$ cat src/rtl/display_pkg.sv
// Shared types and constants for the multiplexed 4-digit display driver:
// converter state encoding, BCD nibble width and active-low segment codes.
package display_pkg;

    localparam int BCD_W = 4;

    typedef enum logic [1:0] {
        ST_IDLE  = 2'd0,
        ST_SHIFT = 2'd1,
        ST_LATCH = 2'd2
    } conv_state_t;

    // Segment order {g,f,e,d,c,b,a}, a lit segment is driven low
    localparam logic [6:0] SEG_0     = 7'b1000000;
    localparam logic [6:0] SEG_1     = 7'b1111001;
    localparam logic [6:0] SEG_2     = 7'b0100100;
    localparam logic [6:0] SEG_3     = 7'b0110000;
    localparam logic [6:0] SEG_4     = 7'b0011001;
    localparam logic [6:0] SEG_5     = 7'b0010010;
    localparam logic [6:0] SEG_6     = 7'b0000010;
    localparam logic [6:0] SEG_7     = 7'b1111000;
    localparam logic [6:0] SEG_8     = 7'b0000000;
    localparam logic [6:0] SEG_9     = 7'b0010000;
    localparam logic [6:0] SEG_BLANK = 7'b1111111;

    // Non-decimal nibbles map to blank so a corrupted digit never lights garbage
    function automatic logic [6:0] seg_encode(input logic [BCD_W-1:0] digit);
        logic [6:0] code;
        case (digit)
            4'd0:    code = SEG_0;
            4'd1:    code = SEG_1;
            4'd2:    code = SEG_2;
            4'd3:    code = SEG_3;
            4'd4:    code = SEG_4;
            4'd5:    code = SEG_5;
            4'd6:    code = SEG_6;
            4'd7:    code = SEG_7;
            4'd8:    code = SEG_8;
            4'd9:    code = SEG_9;
            default: code = SEG_BLANK;
        endcase
        return code;
    endfunction

endpackage

$ cat src/rtl/display_scan_driver_bcd.sv
// Sequential double-dabble converter: one IDLE capture cycle, BIN_W shift
// cycles and one LATCH cycle; bcd holds the last finished result.
module bin_to_bcd_seq
    import display_pkg::*;
#(
    parameter int BIN_W  = 10,
    parameter int DIGITS = 4
) (
    input  logic                      clk,
    input  logic                      rst_n,
    input  logic [BIN_W-1:0]          bin,
    output logic [DIGITS*BCD_W-1:0]   bcd,
    output logic                      done
);

    localparam int ACC_W = DIGITS * BCD_W;
    localparam int CNT_W = $clog2(BIN_W + 1);
    localparam logic [CNT_W-1:0] CNT_LAST = CNT_W'(BIN_W - 1);

    conv_state_t        r_state;
    conv_state_t        w_state_next;
    logic [BIN_W-1:0]   r_bin;
    logic [ACC_W-1:0]   r_acc;
    logic [ACC_W-1:0]   w_adj;
    logic [ACC_W-1:0]   r_bcd;
    logic [CNT_W-1:0]   r_cnt;

    genvar gi;
    generate
        for (gi = 0; gi < DIGITS; gi++) begin : g_adj
            assign w_adj[gi*BCD_W +: BCD_W] = (r_acc[gi*BCD_W +: BCD_W] >= 4'd5)
                                            ? r_acc[gi*BCD_W +: BCD_W] + 4'd3
                                            : r_acc[gi*BCD_W +: BCD_W];
        end
    endgenerate

    always_ff @(posedge clk or negedge rst_n) begin
        if (!rst_n) begin
            r_state <= ST_IDLE;
        end else begin
            r_state <= w_state_next;
        end
    end

    always_comb begin
        w_state_next = r_state;
        case (r_state)
            ST_IDLE:  w_state_next = ST_SHIFT;
            ST_SHIFT: if (r_cnt == CNT_LAST) w_state_next = ST_LATCH;
            ST_LATCH: w_state_next = ST_IDLE;
            default:  w_state_next = ST_IDLE;
        endcase
    end

    always_ff @(posedge clk or negedge rst_n) begin
        if (!rst_n) begin
            r_bin <= '0;
            r_acc <= '0;
            r_cnt <= '0;
            r_bcd <= '0;
        end else begin
            case (r_state)
                ST_IDLE: begin
                    r_bin <= bin;
                    r_acc <= '0;
                    r_cnt <= '0;
                end
                ST_SHIFT: begin
                    {r_acc, r_bin} <= {w_adj[ACC_W-2:0], r_bin, 1'b0};
                    r_cnt          <= r_cnt + 1'b1;
                end
                ST_LATCH: r_bcd <= r_acc;
                default: ;
            endcase
        end
    end

    assign bcd  = r_bcd;
    assign done = (r_state == ST_LATCH);

endmodule

$ cat src/rtl/display_scan_driver.sv
// Converts a 10-bit value to BCD and time-multiplexes it onto a 4-digit
// common-anode 7-segment display with optional leading-zero blanking.
module display_scan_driver
    import display_pkg::*;
#(
    parameter int REFRESH_DIV = 50000,
    parameter int BLANK_LZ    = 1
) (
    input  logic       clk,
    input  logic       rst_n,
    input  logic [9:0] valor,
    output logic [3:0] an,
    output logic [6:0] seg,
    output logic       listo
);

    localparam int PRESC_W = (REFRESH_DIV > 1) ? $clog2(REFRESH_DIV) : 1;
    localparam logic [PRESC_W-1:0] PRESC_MAX = PRESC_W'(REFRESH_DIV - 1);

    logic [4*BCD_W-1:0] w_bcd;
    logic               w_done;
    logic [BCD_W-1:0]   w_digit [4];
    logic [3:0]         w_blank;
    logic [PRESC_W-1:0] r_presc;
    logic [1:0]         r_idx;
    logic [3:0]         r_an;
    logic [6:0]         r_seg;

    bin_to_bcd_seq #(
        .BIN_W  (10),
        .DIGITS (4)
    ) u_bcd (
        .clk   (clk),
        .rst_n (rst_n),
        .bin   (valor),
        .bcd   (w_bcd),
        .done  (w_done)
    );

    genvar gi;
    generate
        for (gi = 0; gi < 4; gi++) begin : g_digit
            assign w_digit[gi] = w_bcd[gi*BCD_W +: BCD_W];
        end
        // A digit blanks only when every more-significant digit is blank too
        for (gi = 1; gi < 3; gi++) begin : g_blank
            assign w_blank[gi] = w_blank[gi+1] && (w_digit[gi] == '0);
        end
    endgenerate

    assign w_blank[3] = (BLANK_LZ != 0) && (w_digit[3] == '0);
    assign w_blank[0] = 1'b0;

    always_ff @(posedge clk or negedge rst_n) begin
        if (!rst_n) begin
            r_presc <= '0;
            r_idx   <= '0;
            r_an    <= 4'b1111;
            r_seg   <= SEG_BLANK;
        end else begin
            if (r_presc == PRESC_MAX) begin
                r_presc <= '0;
                r_idx   <= r_idx + 2'd1;
            end else begin
                r_presc <= r_presc + 1'b1;
            end
            r_an  <= ~(4'b0001 << r_idx);
            r_seg <= w_blank[r_idx] ? SEG_BLANK : seg_encode(w_digit[r_idx]);
        end
    end

    assign an    = r_an;
    assign seg   = r_seg;
    assign listo = w_done;

endmodule

$ cat config.mk
export PLATFORM = sky130hd
export DESIGN_NAME = display_scan_driver
export DESIGN_NICKNAME = d
export VERILOG_FILES = /design/src/rtl/display_pkg.sv /design/src/rtl/display_scan_driver_bcd.sv /design/src/rtl/display_scan_driver.sv
export SDC_FILE = /design/constraint.sdc
export NUM_CORES = 1
export LEC_CHECK = 0
export CELL_PAD_IN_SITES_DETAIL_PLACEMENT = 1
export CELL_PAD_IN_SITES_GLOBAL_PLACEMENT = 1
export CORE_MARGIN = 2
export CORE_UTILIZATION = 45
export DETAILED_ROUTE_END_ITERATION = 7
export PLACE_DENSITY_LB_ADDON = 0.12
export REMOVE_ABC_BUFFERS = 1
export SETUP_SLACK_MARGIN = 0.2
export SLEW_MARGIN = 20
export SYNTH_ARGS = -nofsm -noshare
export SYNTH_HDL_FRONTEND = slang
export SYNTH_SLANG_ARGS = --single-unit
$ cat constraint.sdc
create_clock -name clk -period 2.55 [get_ports clk]
set_input_delay 0.255 -clock clk [delete_from_list [all_inputs] [get_ports clk]]
set_output_delay 0.255 -clock clk [all_outputs]
set_load 0.02 [all_outputs]
# Word-level counts from Yosys, hierarchy flattened
# Memories as Yosys holds them, arrays and structs flattened.
# Index checks and enable logic that the tools add are counted.
# word_totals
regBits	77
rom_bits	112
input_bits	12
output_inout_bits	12
elab_cells	54
mem_count	1
# mem_list
name	words	width	rd	rd_clocked_by_memory_dff	wr	line_no	rtl
(no name shown)	16	7	1	0	0	display_pkg.sv:29	case (digit)
# op_classes
n_addsub	7
magnitude_cmp	6
eq_ne	5
shifts	1
n_mux	16
bitwise_logic	2
n_reduce_logical	7
# ops
operator	n
one-hot mux 16 bit (2 select lines)	1
two-way mux 4 bit	5
one-hot mux 10 bit (2 select lines)	1
adder 16 x 1 -> 16 bit, second input constant	1
== test 16 bit, second input constant	1
>= comparator 4 x 3 -> 1 bit, second input constant	4
two-way mux 16 bit	1
adder 4 x 2 -> 4 bit, second input constant	3
zero test 4 bit	3
binary-select mux 4 bit (select 2 bit)	1
one-hot mux 4 bit (2 select lines)	1
two-way mux 7 bit	1
adder 4 x 1 -> 4 bit, second input constant	1
== test 4 bit, second input constant	1
NOT 4 bit	1
one-hot mux 2 bit (2 select lines)	1
left shift 1 x 2 -> 4 bit, first input constant	1
adder 3 x 2 -> 3 bit, second input constant	1
>= comparator 3 bit, second input constant	1
< comparator 2 x 3 -> 1 bit, second input constant	1
two-way mux 3 bit	1
NOT 2 -> 3 bit	1
adder 2 x 1 -> 2 bit, second input constant	1
binary-select mux 1 bit (select 2 bit)	1
8 further kinds	9

# Depth between registers and ports, before layout
# Gate-level depths: netlist of run 1.
# depth
ltp_word	6
ltp_mapped	7
mapped_depth_nobuf	6

# By module
# From an unflattened synthesis of run 1, not the netlist that was laid out.
# unflattened
hier_cells	360
hier_area_um2	3838.7
# modules_own_cells
mod	instances	cells_per_inst	area_each_um2	seq_area_each_um2
bin_to_bcd_seq	1	224	2349.8	1201.2
display_scan_driver	1	136	1488.9	739.5

# Least setup slack after synthesis of run 1
# Ideal clock, no wire load.
# synth_path
path_type	reg2reg
from	reg r_idx[0]
to	reg r_seg[4], in the netlist seg[4]
arrival_ns	1.753
required_ns	2.463
setup_slack_ns	0.710
stages_incl_launch_ff	8
path_buffers	1
cell_sequence	dfrtp_1 buf_6 mux4_1 inv_1 ha_1 nor2b_4 a211oi_2 o22ai_1
# synth_between
elab_chain_len	6
# synth_rtl
item	line_no	rtl
start, declared	display_scan_driver.sv:25	logic [1:0] r_idx;
start signal, assigned	display_scan_driver.sv:63	r_idx <= r_idx + 2'd1;
NOT 2 -> 3 bit (implied by the code)	display_scan_driver.sv:68	r_seg <= w_blank[r_idx] ? SEG_BLANK : seg_encode(w_digit[r_idx]);
binary-select mux 4 bit (select 2 bit)	display_scan_driver.sv:68	
two-way mux 4 bit (implied by the code) (2 in series)	display_scan_driver.sv:68	
memory read (16 x 7 bit)	n/a	
two-way mux 7 bit *	display_scan_driver.sv:68	
end signal, assigned	display_scan_driver.sv:68	
end, declared	display_scan_driver.sv:27	logic [6:0] r_seg;
# Mark *: on every way between the ends. The rest lies on a longest branch, timed or not. The select of a mux whose other input is x is not followed.
# A chain may end at the register's enable or synchronous reset.

# Worst setup path in the final report of run 1
# Same ends and word-level chain as after synthesis.

==> results_dict.tcl, run 1 <==
set metrics [dict create \
    synth_seq_cells 77 \
    async_flop_share 1.00 \
    crit_type "flip-flop to flip-flop" \
    place_ws_ns 0.484 \
    maxSlewViolCount 0 \
    hold_path_class "input pin to asynchronous set/reset pin" \
    route.detailed.drc 0 \
    grt_start_max_net_pins 44 \
    die_w_um 95.5 \
    fp-row-count 33 \
    grt_pass1_wl_um 12400 \
    num_vias 2563 \
    ff2ff_setup_slack_ns 0.47 \
    ant_nets 0 \
    clockRootBuffer "clkbuf_8" \
    fin_crit_sh 0.817 \
    setup_viol 0 \
    path_max_fanout 9 \
    synthCells 353 \
    diodes 0 \
    first_iter_violations 89 \
    min_period_ns 2.08 \
    busiest_layer "met2" \
    grtUsageTotal 0.177 \
    p_int_mw 2.16 \
    grtUsageMet2 0.296 \
    reg2reg_to "seg[4]" \
    worstPathRequired_ns 2.80 \
    grtUsageMet1 0.226 \
    status "finished clean" \
    swShare 0.273 \
    ioPinCount 24 \
    clock_sinks 77 \
    max-cap-violations 0 \
    max_freq_mhz 480 \
    synth-edff-count 0 \
    p_leak_nw 1.96 \
    p_seq_frac 0.490 \
    peakVddDrop_mv 0.322 \
    pwr_density_cell_nw_per_um2 687 \
    finalHoldViolations 0 \
    dp_hpwl_um 5080 \
    cp-end-kind "flip-flop" \
    worst_r2r_path_depth 6 \
    routed_wl_um 7350 \
    antenna_found_initial 0 \
    area_growth_syn_to_layout_pct 14.7 \
    start_kind "flip-flop" \
    worstPathArrival_ns 2.34 \
    grt_pass1_vias 2604 \
    layout.nets 411 \
    cts_resized 0 \
    port-buffer-count 23 \
    ys_seq_area_frac 0.515 \
    clkTransAtPathRegs_ns 0.08 \
    vias_per_cell 5.25 \
    die_h_um 95.5 \
    drt_first_pass_iters 4 \
    cts_setup_buffers 0 \
    final_cell_mix "66 x dfrtp_1, 45 x nand2_1, 38 x o21ai_0" \
    drive_gt1_frac 0.146 \
    cts_tree "yes" \
    p_comb_frac 0.194 \
    worst_slack_ns 0.467 \
    initial_core_util 0.461 \
    yosysWarningCount 0 \
    gp_congestion 0.825 \
    fin_setup_tns_ns 0 \
    dieArea_um2 9120 \
    use_met3 0.0308 \
    overflow 0 \
    clock_skew_ns 0.0107 \
    grt_setup_unrepaired "no" \
    ys_types 40 \
    clkPwrFrac 0.316 \
    htree_levels 3 \
    core_um2 8180 \
    cts_buffer_depth 2 \
    regToRegStartpoint "r_idx[0]" \
    worstSkewPairLatency_ns 0.34 \
    avgSynthCellArea_um2 10.7 \
    p_switching_mw 0.810 \
    max_slew_margin 0.668 \
    worstMarginPinSlew_ns 0.498 \
    netlist_area_um2 3770 \
    synthFlopType "dfrtp_1" \
    final_common_cell "dfrtp_1" \
    numCtsBuffers 9 \
    wl_per_cell_um 15.1 \
]
## power groups by stage
stage | registers [mW] | clock network, mW | logic [mW]
final | 1.46 | 0.939 | 0.576
after detailed placement | 1.48 | 0 | 0.586
after CTS | 1.46 | 0.968 | 0.588
after floorplan | 1.53 | 0 | 0.304
after global routing | 1.47 | 1.02 | 0.645
after global placement | 1.47 | 0 | 0.566
## routing by layer
metal | share of wire | wire length (um)
met5 | 0 | 0
met4 | 0.015 | 110
met3 | 0.017 | 128
met2 | 0.49 | 3580
met1 | 0.48 | 3530
## worst max-delay path, cell delays in order (launching register included)
cell and delay [ns]:
dfrtp_1 0.58, mux4_1 0.70, inv_1 0.14, ha_1 0.23
nor2b_4 0.05, a211oi_2 0.19, o22ai_1 0.11
## cells in the mapped netlist (2+ instances only)
cell / count / area share
nand2b_1: 7 / 0.012
xnor2_1: 14 / 0.033
buf_2: 4 / 0.0053
nor3_1: 4 / 0.0053
nand4_1: 6 / 0.010
nand3_1: 6 / 0.0080
nor2b_1: 2 / 0.0033
xor2_1: 7 / 0.016
mux4_2: 3 / 0.018
o21ai_0: 38 / 0.050
inv_1: 25 / 0.025
dfstp_2: 11 / 0.077
and4_1: 2 / 0.0046
o21ai_1: 6 / 0.0080
mux2i_1: 13 / 0.035
o31ai_1: 3 / 0.0060
nand2_1: 45 / 0.045
ha_1: 20 / 0.066
nor4_1: 3 / 0.0050
a21oi_1: 5 / 0.0066
mux2_2: 14 / 0.042
dfrtp_1: 66 / 0.44
a22o_1: 6 / 0.014
nor2_1: 19 / 0.019
clkbuf_1: 9 / 0.0090
## worst max-delay path by stage
| stage | depth (start not counted) | from | end | slack (ns) |
|---|---|---|---|---|
| after floorplan | 2 | u_bcd.r_state[1] | listo | 0.44 |
| after global placement | 6 | r_idx[0] | seg[4] | 0.57 |
| after detailed placement | 6 | r_idx[0] | seg[4] | 0.48 |
| after CTS | 6 | r_idx[0] | seg[4] | 0.47 |
| after global routing | 6 | r_idx[0] | seg[4] | 0.38 |
| final | 6 | r_idx[0] | seg[4] | 0.47 |
## state kept, by name, indices dropped and copies added (netlist names)
register / count
an: 4
u_bcd.r_cnt: 4
u_bcd.r_acc: 16
r_presc: 16
seg: 7
u_bcd.r_bin: 10
r_idx: 2
u_bcd.bcd: 16
u_bcd.r_state: 2
## layout make-up
type	count	area, um2
sequential	77	1940
tap	105	131
multi-input combinational	236	1660
fill	912	3850
inverter	26	98.8
clock buffer	11	151
clock inverter	4	47.5
timing repair buffer	29	288
## timing repair
action | CTS | global route
setup endpoints to repair | 0 | 0
hold buffers | 1 | 0
hold endpoints to repair | 32 | 0
## through the flow
stage                     cell area (um2)  instances   util  power [mW]  hold WS, ns
after floorplan                      3700        339      -        1.83      -0.0406
after global placement               4110        472  0.503        2.04        0.250
after detailed placement             4110        472  0.503        2.07        0.251
after CTS                            4320        488  0.529        3.01        0.418
after global routing                 4320        488  0.529        3.14        0.451
final                                4320        488  0.529        2.97        0.413
## cells by family after synthesis
logic type      synth area share
simple gates               0.127
flops                      0.515
compound gates            0.0983
buf+inv                   0.0435
mux                        0.101
xor+xnor                  0.0488
fa+ha+maj                 0.0664
Note: power is estimated with default switching activity, not from simulation.
==> run 2: changes to the inputs <==
- CORE_UTILIZATION: 45 -> 42
- clock period: 2.55 -> 1.75 ns (I/O delays scaled with it)
==> results_dict.tcl, run 2 (synthesis gave the netlist of run 1 again) <==
set metrics [dict create \
    path_max_fanout 3 \
    grtUsageMet1 0.245 \
    first_iter_violations 73 \
    num_vias 2708 \
    ff2ff_setup_slack_ns 0.13 \
    status "finished clean" \
    initial_core_util 0.432 \
    port-buffer-count 23 \
    min_period_ns 1.62 \
    clockRootBuffer "clkbuf_8" \
    antenna_found_initial 0 \
    cts_buffer_depth 2 \
    dieArea_um2 9750 \
    max-cap-violations 0 \
    clkTransAtPathRegs_ns 0.08 \
    grt_setup_unrepaired "yes" \
    grt_start_max_net_pins 36 \
    peakVddDrop_mv 0.526 \
    final_cell_mix "65 x dfrtp_1, 45 x nand2_1, 34 x o21ai_0" \
    worstPathRequired_ns 2.03 \
    p_leak_nw 2.20 \
    clock_sinks 77 \
    worstMarginPinSlew_ns 0.432 \
    multi_input_area_um2 1900 \
    core_um2 8720 \
    vias_per_cell 5.20 \
    grtUsageTotal 0.182 \
    worstSkewPairLatency_ns 0.35 \
    maxSlewViolCount 0 \
    crit_type "flip-flop to flip-flop" \
    grt_pass1_wl_um 14200 \
    ioPinCount 24 \
    diodes 0 \
    pwr_density_cell_nw_per_um2 1000 \
    drt_first_pass_iters 4 \
    fin_util 0.559 \
    die_w_um 98.7 \
    hold_path_class "input pin to asynchronous set/reset pin" \
    ant_nets 0 \
    htree_levels 3 \
    busiest_layer "met2" \
    setup_viol 0 \
    cp-end-kind "flip-flop" \
    routed_wl_um 8350 \
    num-fill-cells 961 \
    start_kind "flip-flop" \
    fin_crit_sh 0.929 \
    area_growth_syn_to_layout_pct 29.3 \
    regArea_um2 1940 \
    route.detailed.drc 0 \
    finalHoldViolations 0 \
    max_slew_margin 0.712 \
    worstPathArrival_ns 1.91 \
    cts_tree "yes" \
    finalHoldWorstSlack_ns 0.308 \
    gp_congestion 0.785 \
    grt_pass1_vias 2908 \
    max_freq_mhz 615 \
    die_h_um 98.7 \
    grtUsageMet2 0.295 \
    overflow 0 \
    final_common_cell "dfrtp_1" \
    layout.nets 441 \
    wl_per_cell_um 16.0 \
    clock_skew_ns 0.0111 \
    dp_hpwl_um 5320 \
    fp-row-count 34 \
    worst_r2r_path_depth 6 \
    drive_gt1_frac 0.315 \
    numCtsBuffers 9 \
    use_met3 0.0298 \
]
[run 2: cell types whose count changed in the layout (fill, tap and decap cells not counted), moves of 5 or more]
cell and change:
buf_4 +22, buf_6 +7, clkdlybuf4s50_1 -12, dlygate4sd2_1 +12
ha_1 -9, ha_4 +5, inv_1 -11, inv_2 +10
nor2_1 -9, nor2_4 +7
[run 2: worst max-delay path, stage by stage, from the launching register on]
cell and delay, ns:
dfrtp_2 0.40, mux4_2 0.56, buf_6 0.15, ha_4 0.16
nor2b_4 0.11, a211oi_2 0.04, o22ai_1 0.13
[run 2: where the power goes]
part / internal (mW) / leakage [nW] / switching, mW / total, mW
clock network: 1.12 / 0.130 / 0.651 / 1.78
registers: 2.02 / 0.979 / 0.100 / 2.12
logic: 0.476 / 1.09 / 0.518 / 0.994
[run 2: final timing paths]
kind                                start              to
max reg2reg                      r_idx[0]          seg[4]
max                              r_idx[0]          seg[4]
min                                 rst_n     r_presc[10]
min reg2reg                u_bcd.r_bin[0]  u_bcd.r_bin[0]
max in group asynchronous           rst_n          seg[0]
min in group clk                 valor[0]  u_bcd.r_bin[0]
[run 2: cell type report]
| type | count | share of cell area |
|---|---|---|
| clock buffer | 11 | 0.0290 |
| clock inverter | 4 | 0.0246 |
| inverter | 26 | 0.0208 |
| multi-input combinational | 236 | 0.389 |
| sequential | 77 | 0.398 |
| tap | 108 | 0.0277 |
| timing repair buffer | 59 | 0.110 |
[run 2: through the flow]
| step | power (mW) | cell area (um2) | TNS (ns) | setup WS (ns) | std cells |
|---|---|---|---|---|---|
| 6_report | 4.89 | 4870 | 0 | 0.125 | 521 |
| 5_1_grt | 5.13 | 4870 | 0 | 0.0418 | 521 |
| 4_1_cts | 4.92 | 4680 | 0 | 0.0928 | 516 |
| 3_5_place_dp | 3.05 | 4240 | 0 | 0.0164 | 491 |
| 3_3_place_gp | 3.01 | 4240 | 0 | 0.0512 | 491 |
| 2_1_floorplan | 2.67 | 3700 | -4.90 | -0.332 | 339 |
[run 2: per-layer routing]
| metal | vias up | wire length (um) | part of all wire |
|---|---|---|---|
| met5 | - | 0 | 0 |
| li1 | 1313 | - | - |
| met2 | 24 | 4180 | 0.50 |
| met1 | 1357 | 3850 | 0.46 |
| met3 | 14 | 154 | 0.018 |
| met4 | 0 | 162 | 0.019 |
[run 2: timing repair]
| action | 4_1_cts | 5_1_grt |
|---|---|---|
| setup endpoints to repair | 36 | 27 |
| endpoints found under the hold margin | 23 | 0 |
| gates resized for setup | 47 | 40 |
| hold buffers | 1 | 0 |
| pin swaps | 6 | 21 |
| buffers inserted | 9 | 5 |
==> run 3: changes to the inputs <==
- TNS_END_PERCENT: unset -> 5
==> results_dict.tcl, run 3 (synthesis gave the netlist of run 1 again) <==
set metrics [dict create \
    fin_setup_tns_ns 0 \
    htree_levels 3 \
    cts_tree "yes" \
    drt_first_pass_iters 4 \
    port-buffer-count 23 \
    final_common_cell "dfrtp_1" \
    max_slew_margin 0.703 \
    hold_path_class "input pin to asynchronous set/reset pin" \
    fin_crit_sh 0.941 \
    critical_path.max_stage_delay_ns 0.56 \
    fp-row-count 34 \
    pwr_density_cell_nw_per_um2 1050 \
    finalNonFillerCells 517 \
    slowest_stage "mux4_2" \
    cts_buffer_depth 2 \
    routed_wl_um 7970 \
    die_w_um 98.7 \
    core_um2 8720 \
    first_iter_violations 83 \
    clock_skew_ns 0.0134 \
    finalHoldViolations 0 \
    maxSlewViolCount 0 \
    cp-end-kind "flip-flop" \
    ant_nets 0 \
    gp_congestion 0.785 \
    worst_slack_ns 0.103 \
    p_leak_nw 2.12 \
    grt_pass1_vias 2859 \
    num_vias 2677 \
    total_power_mw 4.93 \
    final_cell_mix "64 x dfrtp_1, 45 x nand2_1, 38 x o21ai_0" \
    path_cells "mux4_2 -> buf_4 -> ha_2 -> nor2b_4 -> a211oi_2 -> o22ai_1" \
    dieArea_um2 9750 \
    grtUsageTotal 0.175 \
    worstMarginPinSlew_ns 0.444 \
    worstPathRequired_ns 2.03 \
    worstSkewPairLatency_ns 0.35 \
    regArea_um2 1940 \
    initial_core_util 0.432 \
    status "finished clean" \
    setup_viol 0 \
    num-fill-cells 969 \
    area_growth_syn_to_layout_pct 24.0 \
    grt_start_max_net_pins 36 \
    max-cap-violations 0 \
    multi_input_area_um2 1740 \
    diodes 0 \
    vias_per_cell 5.18 \
    ioPinCount 24 \
    clkTransAtPathRegs_ns 0.09 \
    clock_sinks 77 \
    start_kind "flip-flop" \
    grt_setup_unrepaired "yes" \
    die_h_um 98.7 \
    crit_type "flip-flop to flip-flop" \
    finalHoldWorstSlack_ns 0.315 \
    peakVddDrop_mv 0.545 \
    numCtsBuffers 9 \
    layout.nets 437 \
    min_period_ns 1.65 \
    antenna_found_initial 0 \
    place_ws_ns 0.0164 \
    wl_per_cell_um 15.4 \
    grt_pass1_wl_um 13700 \
    drive_gt1_frac 0.244 \
    worstPathArrival_ns 1.93 \
    clockRootBuffer "clkbuf_8" \
    overflow 0 \
    route.detailed.drc 0 \
    dp_hpwl_um 5320 \
    path_max_fanout 4 \
    dp.cells 491 \
    max_freq_mhz 607 \
]
[run 3: cell count changes in the layout (fill, tap and decap cells not counted), moves of 7 or more]
cell / before / now
nor2_4: 7 / 0
inv_2: 10 / 3
inv_1: 14 / 22
dlygate4sd2_1: 12 / 1
nor2_1: 10 / 18
clkdlybuf4s50_1: 10 / 21
[run 3: critical path: cells and delay by family (launching register included)]
kind / cells / cell delay (ns)
adders and majority gates: 1 / 0.20
and+or+nand+nor: 1 / 0.11
DFF: 1 / 0.40
buffers and inverters: 1 / 0.16
AOI/OAI and AO/OA: 2 / 0.16
muxes: 1 / 0.56
[run 3: final timing paths]
kind                           startpoint             end  slack [ns]  cells past startpoint
hold / removal                      rst_n     r_presc[13]        0.31                      2
hold reg to reg            u_bcd.r_bin[5]  u_bcd.r_bin[5]        0.49                      2
max in group asynchronous           rst_n          seg[0]        0.87                      3
setup reg to reg                 r_idx[0]          seg[4]        0.10                      6
min in group clk                 valor[0]  u_bcd.r_bin[0]        0.40                      3
setup / recovery                 r_idx[0]          seg[4]        0.10                      6
[run 3: per-layer routing]
layer,wire (um),global-route usage
met5,0,0
met4,136,0.0706
met3,152,0.0298
met2,3910,0.280
met1,3770,0.237
[run 3: repair_timing]
action | 4_1_cts | 5_1_grt
setup endpoints to repair | 36 | 40
setup buffers | 0 | 9
gates cloned | 0 | 1
hold endpoints to repair | 23 | 0
hold buffers | 1 | 0
gates resized for setup | 1 | 27
pin swaps | 0 | 7
[run 3: through the flow]
step | area [um2] | utilization
after floorplan | 3700 | -
after CTS | 4510 | 0.517
after global placement | 4240 | 0.486
after global routing | 4670 | 0.536
final | 4670 | 0.536
after detailed placement | 4240 | 0.486
[run 3: area by class of cell]
class / instances / share of cell area
Clock buffer: 11 / 0.0303
Tap cell: 108 / 0.0289
Inverter: 26 / 0.0212
Multi-Input combinational cell: 236 / 0.373
Clock inverter: 4 / 0.0257
Sequential cell: 77 / 0.416
Timing Repair Buffer: 55 / 0.105
[run 3: power by group]
| group | internal (mW) | switching [mW] | leakage [nW] | total (mW) |
|---|---|---|---|---|
| Sequential | 2.02 | 0.103 | 0.979 | 2.12 |
| Clock | 1.12 | 0.644 | 0.130 | 1.77 |
| Combinational | 0.540 | 0.498 | 1.01 | 1.04 |
| Total | 3.68 | 1.24 | 2.12 | 4.93 |
